[src/rtl/prio_decoder_buf.sv]
// prio_decoder_buf: buffered binary-to-one-hot decoder.
// Codes enter over a valid/ready handshake into a 2-entry FIFO. The head entry is
// presented as a one-hot word on a second valid/ready interface.
// Optional feature: define PRIO_DEC_CNT_EN to add a 16-bit wrapping pop counter
// on output port dec_count.
module prio_decoder_buf #(
    parameter int CODE_W = 3
) (
    input  logic                 clk,
    input  logic                 rst_n,
    input  logic [CODE_W-1:0]    code,
    input  logic                 code_valid,
    output logic                 code_ready,
    output logic [2**CODE_W-1:0] onehot,
    output logic                 out_valid,
`ifdef PRIO_DEC_CNT_EN
    output logic [15:0]          dec_count,
`endif
    input  logic                 out_ready
);

    localparam int OUT_W = 2**CODE_W;

    logic [CODE_W-1:0] fifo_q [2];
    logic [CODE_W-1:0] fifo_d [2];
    logic              wr_ptr_q, wr_ptr_d;
    logic              rd_ptr_q, rd_ptr_d;
    logic [1:0]        count_q, count_d;
    logic              push;
    logic              pop;

    // Handshake flags depend only on the occupancy register, so there is no
    // combinational path from out_ready back to code_ready.
    always_comb begin
        code_ready = (count_q != 2'd2);
        out_valid  = (count_q != 2'd0);
        push       = code_valid & code_ready;
        pop        = out_valid & out_ready;
    end

    // Next-state for storage, pointers and occupancy.
    always_comb begin
        fifo_d   = fifo_q;
        wr_ptr_d = wr_ptr_q;
        rd_ptr_d = rd_ptr_q;
        count_d  = count_q;
        if (push) begin
            fifo_d[wr_ptr_q] = code;
            wr_ptr_d         = wr_ptr_q + 1'b1;
        end
        if (pop) begin
            rd_ptr_d = rd_ptr_q + 1'b1;
        end
        case ({push, pop})
            2'b10:   count_d = count_q + 2'd1;
            2'b01:   count_d = count_q - 2'd1;
            default: count_d = count_q;
        endcase
    end

    // State registers; reset discards all buffered codes at once.
    always_ff @(posedge clk or negedge rst_n) begin
        if (!rst_n) begin
            fifo_q   <= '{default: '0};
            wr_ptr_q <= 1'b0;
            rd_ptr_q <= 1'b0;
            count_q  <= 2'd0;
        end else begin
            fifo_q   <= fifo_d;
            wr_ptr_q <= wr_ptr_d;
            rd_ptr_q <= rd_ptr_d;
            count_q  <= count_d;
        end
    end

    // Decode the head entry; all zeros whenever nothing is buffered.
    always_comb begin
        onehot = '0;
        if (out_valid) begin
            onehot = {{(OUT_W-1){1'b0}}, 1'b1} << fifo_q[rd_ptr_q];
        end
    end

`ifdef PRIO_DEC_CNT_EN
    logic [15:0] dec_count_q, dec_count_d;

    // Pop counter next-state; 16-bit rollover is intentional.
    always_comb begin
        dec_count_d = dec_count_q;
        if (pop) begin
            dec_count_d = dec_count_q + 16'd1;
        end
    end

    // Pop counter register.
    always_ff @(posedge clk or negedge rst_n) begin
        if (!rst_n) begin
            dec_count_q <= 16'd0;
        end else begin
            dec_count_q <= dec_count_d;
        end
    end

    assign dec_count = dec_count_q;
`endif

endmodule

[config.mk]
export PLATFORM = sky130hd
export DESIGN_NAME = prio_decoder_buf
export DESIGN_NICKNAME = d
export VERILOG_FILES = /design/src/rtl/prio_decoder_buf.sv
export SDC_FILE = /design/constraint.sdc
export NUM_CORES = 1
export LEC_CHECK = 0
export CORE_MARGIN = 2
export CORE_UTILIZATION = 40
export CTS_BUF_LIST = sky130_fd_sc_hd__clkbuf_8
export CTS_CLUSTER_SIZE = 24
export DETAILED_ROUTE_END_ITERATION = 8
export HOLD_SLACK_MARGIN = 0.08
export PLACE_DENSITY = 0.69
export REMOVE_ABC_BUFFERS = 1
export SKIP_LAST_GASP = 1
export SYNTH_ARGS = -nofsm -noshare
export SYNTH_HDL_FRONTEND = slang
export SYNTH_SLANG_ARGS = --single-unit
[constraint.sdc]
create_clock -name clk -period 1.6 [get_ports clk]
set_input_delay 0.24 -clock clk [delete_from_list [all_inputs] [get_ports clk]]
set_output_delay 0.24 -clock clk [all_outputs]
set_load 0.01 [all_outputs]
==> Implementation_results.wiki <==
{| class="wikitable"
! Metric !! Value
|-
| Sort of element at the start of the critical path || flip-flop
|-
| Worst min-delay path class || in2async
|-
| Leak pwr || 0.402 nW
|-
| Post-route clock period utilization || 1.01
|-
| Core area || 1320 um2
|-
| Number of synthesized register bits || 10
|-
| Synth Warn # || 0
|-
| Max rail drop VDD || 1.57 mV
|-
| Post-layout utilization of the core || 0.658
|-
| Vias per cell || 5.10
|-
| Number of clock sinks seen by CTS || 10
|-
| Fin nets || 85
|-
| Synth area leaders || sky130_fd_sc_hd__dfrtp_1 44%, sky130_fd_sc_hd__mux2_4 16%, sky130_fd_sc_hd__nor2_1 7.3%
|-
| Worst skew pair latency || 240 ps
|-
| Max clock buf depth || 2
|-
| Initial core utilization || 0.432
|-
| Least-Margin Pin Slew || roughly 440 ps
|-
| Total routed wirelength || between 1 and 1.5 mm
|-
| Final slew viol count || 0
|-
| Filler cell count || approximately 110
|-
| Setup repair after global routing missed its margin || true
|-
| Largest fanout on the critical path || 5
|-
| TritonCTS clock tree || yes
|-
| Run status || complete, but fails checks
|-
| First-pass GRT wire length || slightly below 2 mm
|-
| Data required time at the worst endpoint || about 1400 ps
|-
| Failing checks || setup timing
|-
| Antenna violations before repair || 0
|-
| Router iterations before antenna repair || 3
|-
| Final setup slack of the worst path || -15.7 ps
|-
| Iteration-0 DRC Markers || 6
|-
| Worst-path clk slew || around 50 ps
|-
| Post-synthesis cell count || 51
|-
| Non-Filler Instances || between 90 and 100
|-
| Worst clock skew || slightly above 2 ps
|-
| Combined global-route utilization of all metal layers || 0.162
|-
| Final count of hold timing violations || 0
|-
| Synth Area per Inst || 11.2 um2
|-
| Die span in x || 41.7 um
|-
| Number of cell instances on the worst register-to-register path || 6
|-
| Top-level I/O count || 17
|-
| Critical path class || reg2out
|-
| Total CTS buffers || 3
|-
| Per-cell routed wire length || 13.0 um
|-
| Relative max-transition margin || 0.704
|-
| Top-area cell type share of the netlist area || 0.440
|-
| Detail Route Antenna Nets || 0
|-
| Register area share after synthesis || 0.440
|-
| H-tree lvl count || 1
|-
| Total standard cell area after synthesis || roughly 570 um2
|-
| Number of remaining DRC errors || 0
|-
| Area leader, netlist || sky130_fd_sc_hd__dfrtp_1
|-
| Layout overhead on the synthesized area || 52.3%
|-
| HPWL after DPL || 865 um
|-
| Highest clock rate || 0.619 GHz
|-
| Routed vias || between 400 and 500
|-
| Congestion Overflow GR || 0
|-
| WP data arrival || 1380 ps
|-
| Fin crit period || about 1600 ps
|-
| Number of max-cap violations || 0
|-
| Antenna cells || 0
|-
| Final setup violating endpoints || 2
|-
| Die Ht || 41.7 um
|-
| Capturing element type of the critical path || output pin
|-
| Floorplan die area || 1740 um2
|-
| Pin count of the biggest net entering global routing || 11
|-
| Number of global-route vias before repair || 456
|-
| Cell chosen for the clock root || sky130_fd_sc_hd__clkbuf_8
|-
| Netlist cell types || 20
|-
| Placed cells || 85
|-
| Number of buffers inserted by port buffering || 16
|-
| Row count || 13
|-
| Power per cell area || 2320 nW/um2
|-
| Placer's final routability congestion estimate || approximately 0.80
|-
| Fraction of final layout cells sized beyond drive strength 1 || 0.474
|}
==> stage by stage <==
| step | instance area, um2 | setup TNS (ps) | hold WS (ps) | power, mW | setup WS (ps) |
|---|---|---|---|---|---|
| final | 867 | -30.9 | 315 | 2.01 | -15.7 |
| after global routing | 867 | -214 | 362 | 2.15 | -81.4 |
| after global placement | 773 | -294 | 484 | 1.56 | -50.4 |
| after CTS | 847 | -316 | 338 | 1.92 | -63.2 |
| after detailed placement | 773 | -566 | 494 | 1.58 | -87.4 |
| after floorplan | 564 | 0 | -55.6 | 1.15 | 58.6 |
==> registers in the layout, summed over array words and instances (netlist names) <==
signal / count
count_q: 2
fifo_q: 6
rd_ptr_q: 1
wr_ptr_q: 1
==> per-layer routing <==
layer | vias up | track usage | share of wire
li1 | 222 | - | -
met1 | 217 | 0.182 | 0.43
met2 | 19 | 0.238 | 0.46
met3 | 6 | 0.0391 | 0.060
met4 | 0 | 0.174 | 0.049
met5 | - | 0 | 0
==> synth_stat cells <==
| cell type | number |
|---|---|
| sky130_fd_sc_hd__buf_2 | 1 |
| sky130_fd_sc_hd__ha_1 | 1 |
| sky130_fd_sc_hd__a2bb2oi_1 | 1 |
| sky130_fd_sc_hd__nor2b_1 | 1 |
| sky130_fd_sc_hd__inv_1 | 2 |
| sky130_fd_sc_hd__xor2_1 | 2 |
| sky130_fd_sc_hd__dfrtp_1 | 10 |
| sky130_fd_sc_hd__or2_1 | 1 |
| sky130_fd_sc_hd__and3b_4 | 1 |
| sky130_fd_sc_hd__nand2b_4 | 1 |
| sky130_fd_sc_hd__o21bai_1 | 1 |
| sky130_fd_sc_hd__and2_1 | 1 |
| sky130_fd_sc_hd__mux2_4 | 6 |
| sky130_fd_sc_hd__nor2_1 | 11 |
| sky130_fd_sc_hd__mux2i_1 | 1 |
| sky130_fd_sc_hd__a32oi_1 | 2 |
| sky130_fd_sc_hd__nand2_1 | 3 |
| sky130_fd_sc_hd__and3_4 | 1 |
| sky130_fd_sc_hd__a22oi_1 | 1 |
| sky130_fd_sc_hd__xnor2_1 | 3 |
==> worst paths after layout <==
path	start	end	slack [ps]
max in group asynchronous	rst_n	rd_ptr_q$_DFFE_PN0P_	960
setup reg to reg	count_q[1]$_DFFE_PN0P_	count_q[1]$_DFFE_PN0P_	80
setup / recovery	rd_ptr_q$_DFFE_PN0P_	onehot[1]	-20
hold reg to reg	wr_ptr_q$_DFFE_PN0N_	wr_ptr_q$_DFFE_PN0N_	490
hold / removal	rst_n	wr_ptr_q$_DFFE_PN0N_	310
min in group clk	wr_ptr_q$_DFFE_PN0N_	wr_ptr_q$_DFFE_PN0N_	490
==> logic make-up (layout without fill, tap and decap cells) <==
group                    after synthesis  after routing  synth area share
AND/OR/NAND/NOR                       20             20             0.191
multiplexers                           7              7             0.176
AO/OA/AOI/OAI                          5              5            0.0725
buffers and inverters                  3             28            0.0220
XOR/XNOR                               5              5            0.0769
adder cells (fa/ha/maj)                1              1            0.0220
flip-flops                            10             10             0.440
==> critical path, cell delays in order, from the launching register on <==
cell	delay, ps
sky130_fd_sc_hd__dfrtp_2	440
sky130_fd_sc_hd__buf_6	140
sky130_fd_sc_hd__nand2_1	80
sky130_fd_sc_hd__a2bb2oi_2	190
sky130_fd_sc_hd__nor2_1	70
sky130_fd_sc_hd__clkdlybuf4s15_2	220
==> power by group <==
part / leakage [nW] / total (mW) / switching (mW) / internal (mW)
combinational: 0.257 / 1.14 / 0.474 / 0.662
clock: 0.0288 / 0.318 / 0.101 / 0.216
sequential: 0.116 / 0.555 / 0.162 / 0.393
total: 0.402 / 2.01 / 0.737 / 1.27
==> repair_timing <==
item,4_1_cts,5_1_grt
setup buffers,1,1
endpoints found under the setup margin,10,9
hold buffers,0,0
pin swaps,2,5
resized for setup,19,18
==> layout by cell type, fill, tap and decap left out <==
cell                              count
sky130_fd_sc_hd__a22oi_1              1
sky130_fd_sc_hd__a2bb2oi_2            1
sky130_fd_sc_hd__a32oi_2              2
sky130_fd_sc_hd__and2_4               1
sky130_fd_sc_hd__and3_4               1
sky130_fd_sc_hd__and3b_4              1
sky130_fd_sc_hd__buf_2                1
sky130_fd_sc_hd__buf_4                5
sky130_fd_sc_hd__buf_6                1
sky130_fd_sc_hd__clkbuf_2             5
sky130_fd_sc_hd__clkbuf_8             4
sky130_fd_sc_hd__clkdlybuf4s15_2      1
sky130_fd_sc_hd__clkdlybuf4s50_1      6
sky130_fd_sc_hd__dfrtp_1              9
sky130_fd_sc_hd__dfrtp_2              1
sky130_fd_sc_hd__dlygate4sd2_1        3
sky130_fd_sc_hd__ha_2                 1
sky130_fd_sc_hd__inv_1                2
sky130_fd_sc_hd__mux2_4               6
sky130_fd_sc_hd__mux2i_2              1
sky130_fd_sc_hd__nand2_1              2
sky130_fd_sc_hd__nand2_2              1
sky130_fd_sc_hd__nand2b_4             1
sky130_fd_sc_hd__nor2_1              11
sky130_fd_sc_hd__nor2b_1              1
sky130_fd_sc_hd__o21bai_4             1
sky130_fd_sc_hd__or2_1                1
sky130_fd_sc_hd__xnor2_1              2
sky130_fd_sc_hd__xnor2_2              1
sky130_fd_sc_hd__xor2_1               2
==> area by class of cell <==
class	instances	area [um2]	share of cell area
clock buffers	4	55.1	0.0635
multi-input cells	38	358	0.413
inverters	2	7.51	0.00866
well taps	15	18.8	0.0216
repair buffers	22	176	0.203
flip-flops and latches	10	251	0.290
Power figures use the tool's default switching activity.
